[src/rtl/regfile_wb_arbiter.sv]
// Writeback arbiter: merges pipeline results with buffered long-latency results onto the regfile write port.
// Optional WB_BYPASS_EN: an lu result arriving at an idle, empty stage is written without being buffered.
module regfile_wb_arbiter #(
  parameter int DEPTH      = 4,
  parameter int STARVE_MAX = 8
) (
  input  logic        clk,
  input  logic        rst_n,
  input  logic        pipe_we,
  input  logic [4:0]  pipe_rd,
  input  logic [31:0] pipe_data,
  input  logic        lu_valid,
  output logic        lu_ready,
  input  logic [4:0]  lu_rd,
  input  logic [31:0] lu_data,
  output logic        we,
  output logic [4:0]  writeaddr,
  output logic [31:0] writedata,
  output logic [31:0] busy,
  output logic        stall_req
);

  localparam int IW  = $clog2(DEPTH);
  localparam int CW  = $clog2(DEPTH + 1);
  localparam int AGW = $clog2(STARVE_MAX);
  localparam logic [CW-1:0]  CNT_FULL = CW'(DEPTH);
  localparam logic [CW-1:0]  CNT_HI   = CW'(DEPTH - 1);
  localparam logic [AGW-1:0] AGE_HI   = AGW'(STARVE_MAX - 1);

  // lu handshake: a result transfers on a posedge where lu_valid && lu_ready;
  // the producer holds lu_valid/lu_rd/lu_data stable while lu_ready is low.

  logic [CW-1:0]  count_q, count_d;
  logic [AGW-1:0] age_q, age_d;
  logic [4:0]     rd_q   [DEPTH];
  logic [4:0]     rd_d   [DEPTH];
  logic [31:0]    data_q [DEPTH];
  logic [31:0]    data_d [DEPTH];
  logic           we_q, we_d;
  logic [4:0]     wa_q, wa_d;
  logic [31:0]    wd_q, wd_d;
  logic           stall_q, stall_d;

  logic             pipe_issue, lu_xfer, fifo_empty, pop, push, bypass;
  logic [DEPTH-1:0] squash;
  logic [CW-1:0]    n;

  assign pipe_issue = pipe_we && (pipe_rd != 5'd0);
  assign lu_xfer    = lu_valid && lu_ready;
  assign fifo_empty = (count_q == '0);
  assign pop        = !pipe_issue && !fifo_empty;
  assign lu_ready   = (count_q != CNT_FULL);

`ifdef WB_BYPASS_EN
  assign bypass = fifo_empty && !pipe_issue && lu_xfer && (lu_rd != 5'd0);
`else
  assign bypass = 1'b0;
`endif

  // A result colliding with the concurrent pipe write is already stale.
  assign push = lu_xfer && (lu_rd != 5'd0) && !(pipe_issue && (lu_rd == pipe_rd)) && !bypass;

  always_comb begin
    for (int i = 0; i < DEPTH; i++) begin
      squash[i] = pipe_issue && (i < int'(count_q)) && (rd_q[i] == pipe_rd);
    end
  end

  // The queue is kept compacted with the head in slot 0, so squashed entries
  // vanish in the cycle they are hit and never cost an output slot.
  always_comb begin
    n = '0;
    for (int i = 0; i < DEPTH; i++) begin
      rd_d[i]   = rd_q[i];
      data_d[i] = data_q[i];
    end
    for (int i = 0; i < DEPTH; i++) begin
      if ((i < int'(count_q)) && !squash[i] && !(pop && (i == 0))) begin
        rd_d[n[IW-1:0]]   = rd_q[i];
        data_d[n[IW-1:0]] = data_q[i];
        n = n + CW'(1);
      end
    end
    if (push) begin
      rd_d[n[IW-1:0]]   = lu_rd;
      data_d[n[IW-1:0]] = lu_data;
      n = n + CW'(1);
    end
    count_d = n;
  end

  always_comb begin
    busy = '0;
    for (int i = 0; i < DEPTH; i++) begin
      if (i < int'(count_q)) busy[rd_q[i]] = 1'b1;
    end
    busy[0] = 1'b0;
  end

  always_comb begin
    if (fifo_empty || pop || squash[0]) age_d = '0;
    else if (age_q != AGE_HI)           age_d = age_q + AGW'(1);
    else                                age_d = age_q;
    stall_d = (count_d >= CNT_HI) || (age_d >= AGE_HI);
  end

  always_comb begin
    we_d = pipe_issue || pop || bypass;
    wa_d = wa_q;
    wd_d = wd_q;
    if (pipe_issue) begin
      wa_d = pipe_rd;
      wd_d = pipe_data;
    end else if (pop) begin
      wa_d = rd_q[0];
      wd_d = data_q[0];
    end else if (bypass) begin
      wa_d = lu_rd;
      wd_d = lu_data;
    end
  end

  always_ff @(posedge clk or negedge rst_n) begin
    if (!rst_n) begin
      count_q <= '0;
      age_q   <= '0;
      we_q    <= 1'b0;
      wa_q    <= '0;
      wd_q    <= '0;
      stall_q <= 1'b0;
      for (int i = 0; i < DEPTH; i++) begin
        rd_q[i]   <= '0;
        data_q[i] <= '0;
      end
    end else begin
      count_q <= count_d;
      age_q   <= age_d;
      we_q    <= we_d;
      wa_q    <= wa_d;
      wd_q    <= wd_d;
      stall_q <= stall_d;
      for (int i = 0; i < DEPTH; i++) begin
        rd_q[i]   <= rd_d[i];
        data_q[i] <= data_d[i];
      end
    end
  end

  assign we        = we_q;
  assign writeaddr = wa_q;
  assign writedata = wd_q;
  assign stall_req = stall_q;

endmodule

[config.mk]
export PLATFORM = sky130hd
export DESIGN_NAME = regfile_wb_arbiter
export DESIGN_NICKNAME = d
export VERILOG_FILES = /design/src/rtl/regfile_wb_arbiter.sv
export SDC_FILE = /design/constraint.sdc
export NUM_CORES = 1
export LEC_CHECK = 0
export ABC_AREA = 1
export CORE_ASPECT_RATIO = 0.75
export CORE_MARGIN = 3
export CORE_UTILIZATION = 59
export DETAILED_ROUTE_END_ITERATION = 6
export GPL_ROUTABILITY_DRIVEN = 0
export PLACE_DENSITY = 0.89
export REMOVE_ABC_BUFFERS = 1
export SLEW_MARGIN = 20
export SYNTH_ARGS = -nofsm -noshare
export SYNTH_HDL_FRONTEND = slang
export SYNTH_SLANG_ARGS = --single-unit
[constraint.sdc]
create_clock -name clk -period 6.98 [get_ports clk]
set_clock_uncertainty 0.05 [all_clocks]
set_input_delay 1.047 -clock clk [delete_from_list [all_inputs] [get_ports clk]]
set_output_delay 1.047 -clock clk [all_outputs]
set_load 0.05 [all_outputs]
==> impl_metrics.ini <==
[synth]
yosysSeqAreaShare_pct = 38.9
synth_top_area_share_pct = 38.9
synth_seq_cells = 193
synth_cell_type_count = 31
synth_top_area_cell = dfrtp_1
synth_edf_count = 0
syn_inst = 1802
synth_ff_type = dfrtp_1
ys_async_sr_fraction_pct = 100
synth-warning-count = 0
netlist_area_mm2 = 0.0124
synth_area_leaders = dfrtp_1 39%, nand2_1 16%, nand3_1 10%
avgSynthCellArea_um2 = 6.90

[clock_tree]
clock_sinks = 193
clock_latency_ns = 0.44
htree_levels = 4
numCtsBuffers = 17
cts_tree = built
clockRootBuffer = clkbuf_16
cts_buffer_depth = 2
holdBufCountCts = 0
cts_resized = 0
clk_pin_slew_ns = 0.07
postCtsSetupRepairBufs = 0

[finish]
drive_gt1_share_pct = 6.26
diodes = 0
final_util_pct = 70.2
finalInstanceArea_mm2 = 0.0144
nNetsFinal = 1945
syn_to_final_growth_pct = 15.5
final_cell_mix = 514 x nand2_1, 249 x nand3_1, 193 x dfrtp_1, 147 x clkdlybuf4s50_1, 137 x inv_1
final_common_cell = nand2_1

[routing]
wl_met3_um = 5640
viasPerCell = 6.30
wire_per_inst_um = 19.0
wirelength_um = 40700
postRouteAntennaNets = 0
top_layer = met4
dr.pass1.iters = 6
wl_met1_um = 15900
drt_iter0_drc = 2110
wl_met2_um = 17900
vias = 13600
post-route-drc-count = 0

[setup_path]
cpPeakStageDelay_ns = 0.79
crit_arrival_ns = 5.72
crit_path_end_kind = flip-flop
cp_common_cell = inv_1
cpMaxStageDelayCell = nand2_2
worstPathMaxFanout = 47
rrSetupSlack_ns = 1.84
cp_num_buf_inv = 7
start_kind = input pin
critPathTopFamily = buffers and inverters
worstPathCellList = clkdlybuf4s50_1 -> nor2_2 -> nand3_2 -> nand2_4 -> inv_2 -> nand2_2 -> inv_1 -> nand2_1 -> ha_1 -> nand3_2 -> buf_4 -> nand3_1 -> nand2_1 -> inv_1 -> ha_1 -> nand2_2 -> buf_4 -> o21ai_0 -> inv_1 -> a21oi_1
path_class = in -> reg
crit_required_ns = 7.25

[job]
maxCapViolCount = 0

[timing]
hold_violations = 0
period_share_pct = 78.1
finalMaxSlewViolations = 0
layout_min_cycle_time_ns = 5.45
worstMarginPinSlew_ns = 1.29
setup_slack_ns = 1.53
fmax_mhz = 183
timing.slew.headroom_pct = 13.1
rsz0062_at_grt = no
setup_viol = 0
tns_ns = 0

[power_and_ir_drop]
power_frac_seq_pct = 29.5
internal_power_mw = 3.64
p_leak_nw = 6.60
clockPowerShare_pct = 13.5
power.density_mw_per_mm2 = 528
fin_total_pwr_mw = 7.59
irDropWorstVdd_mv = 0.291
p_comb_share_pct = 57.0
switching_share_pct = 52.0
power_switching_mw = 3.94

[floorplan]
die_width_um = 174
num_rows = 45
fp.dieH_um = 132
die-area_mm2 = 0.0229
fp.coreArea_mm2 = 0.0204
initial_utilization_pct = 60.8
io_pins = 150

[global_route]
antenna_found_initial = 0
first_global_vias = 13100
grt_overflow = 0
grt_pass1_wl_um = 65900
grt_use_total_pct = 34.8
grt_start_max_net_pins = 90

[placed_design]
dp_hpwl_um = 24700
port_buffers = 148
pre_cts_slack_ns = 1.26
dpl_cell_area_mm2 = 0.0137

[min_path]
min_path_type = reg -> reg

[run_status]
status = finished clean
## logic make-up (layout without fill, tap and decap cells)
kind of cell | after synthesis | count (layout) | synth area share [%]
other cells | 1 | 1 | 0.0302
buf+inv | 296 | 362 | 10.9
simple gates | 1002 | 1002 | 35.2
xor+xnor | 11 | 11 | 0.775
fa+ha+maj | 11 | 11 | 1.11
flops | 193 | 193 | 38.9
compound gates | 288 | 288 | 13.1
## layout make-up
type                    count  area [um2]
clock buffers              19         443
clock inverters            12         156
fillers                  1673        6080
inverters                 161         604
multi-input cells        1313        6320
flip-flops and latches    193        4830
well taps                 282         353
repair buffers            170        1650
## registers in the layout (all words and copies together) (netlist names)
| register | flops |
|---|---|
| count_q | 3 |
| writeaddr | 5 |
| writedata | 32 |
| we | 1 |
| data_q | 128 |
| rd_q | 20 |
| stall_req | 1 |
| age_q | 3 |
## per-layer routing
| layer | vias to the layer above | GRT usage [%] |
|---|---|---|
| met5 | - | 0 |
| met4 | 0 | 13.9 |
| met3 | 186 | 8.75 |
| met2 | 1064 | 52.2 |
| met1 | 6213 | 48.4 |
| li1 | 6088 | - |
## Yosys cell counts, types with 10 or more instances
cell,count
nand2_1,519
nand3_1,250
dfrtp_1,193
inv_1,139
nor2_1,100
o21ai_1,92
nand4_1,70
o21ai_0,62
buf_2,54
nor3_1,47
a21oi_1,46
clkbuf_1,38
o211ai_1,38
a31oi_1,37
buf_4,22
inv_2,22
buf_6,12
ha_1,11
o21ai_2,10
## worst min-delay path, cell delays in order (launching register included)
cell	delay, ns
dfrtp_1	0.34
nand3_1	0.07
nand3_1	0.06
## worst paths after layout
| check | from | endpoint | cells after the start |
|---|---|---|---|
| worst max-delay path | pipe_rd[0] | rd_q[19] | 20 |
| worst min-delay path | writedata[1] | writedata[1] | 2 |
| worst max register to register | count_q[2] | rd_q[19] | 19 |
| worst min register to register | writedata[1] | writedata[1] | 2 |
| max in group asynchronous | rst_n | data_q[22] | 2 |
| min in group asynchronous | rst_n | we | 1 |
## through the flow
stage,hold WS [ns],cells
2_1_floorplan,0.441,1667
3_3_place_gp,0.440,2119
3_5_place_dp,0.447,2119
4_1_cts,0.464,2150
5_1_grt,0.487,2150
6_report,0.460,2150
## power by group through the flow
stage	registers [mW]	logic [mW]	clock network [mW]
after floorplan	2.39	2.59	0
after global placement	2.19	4.02	0
after detailed placement	2.21	4.15	0
after CTS	2.20	4.20	1.02
after global routing	2.29	4.71	1.07
final	2.24	4.33	1.02
Note: power is estimated with default switching activity, not from simulation.
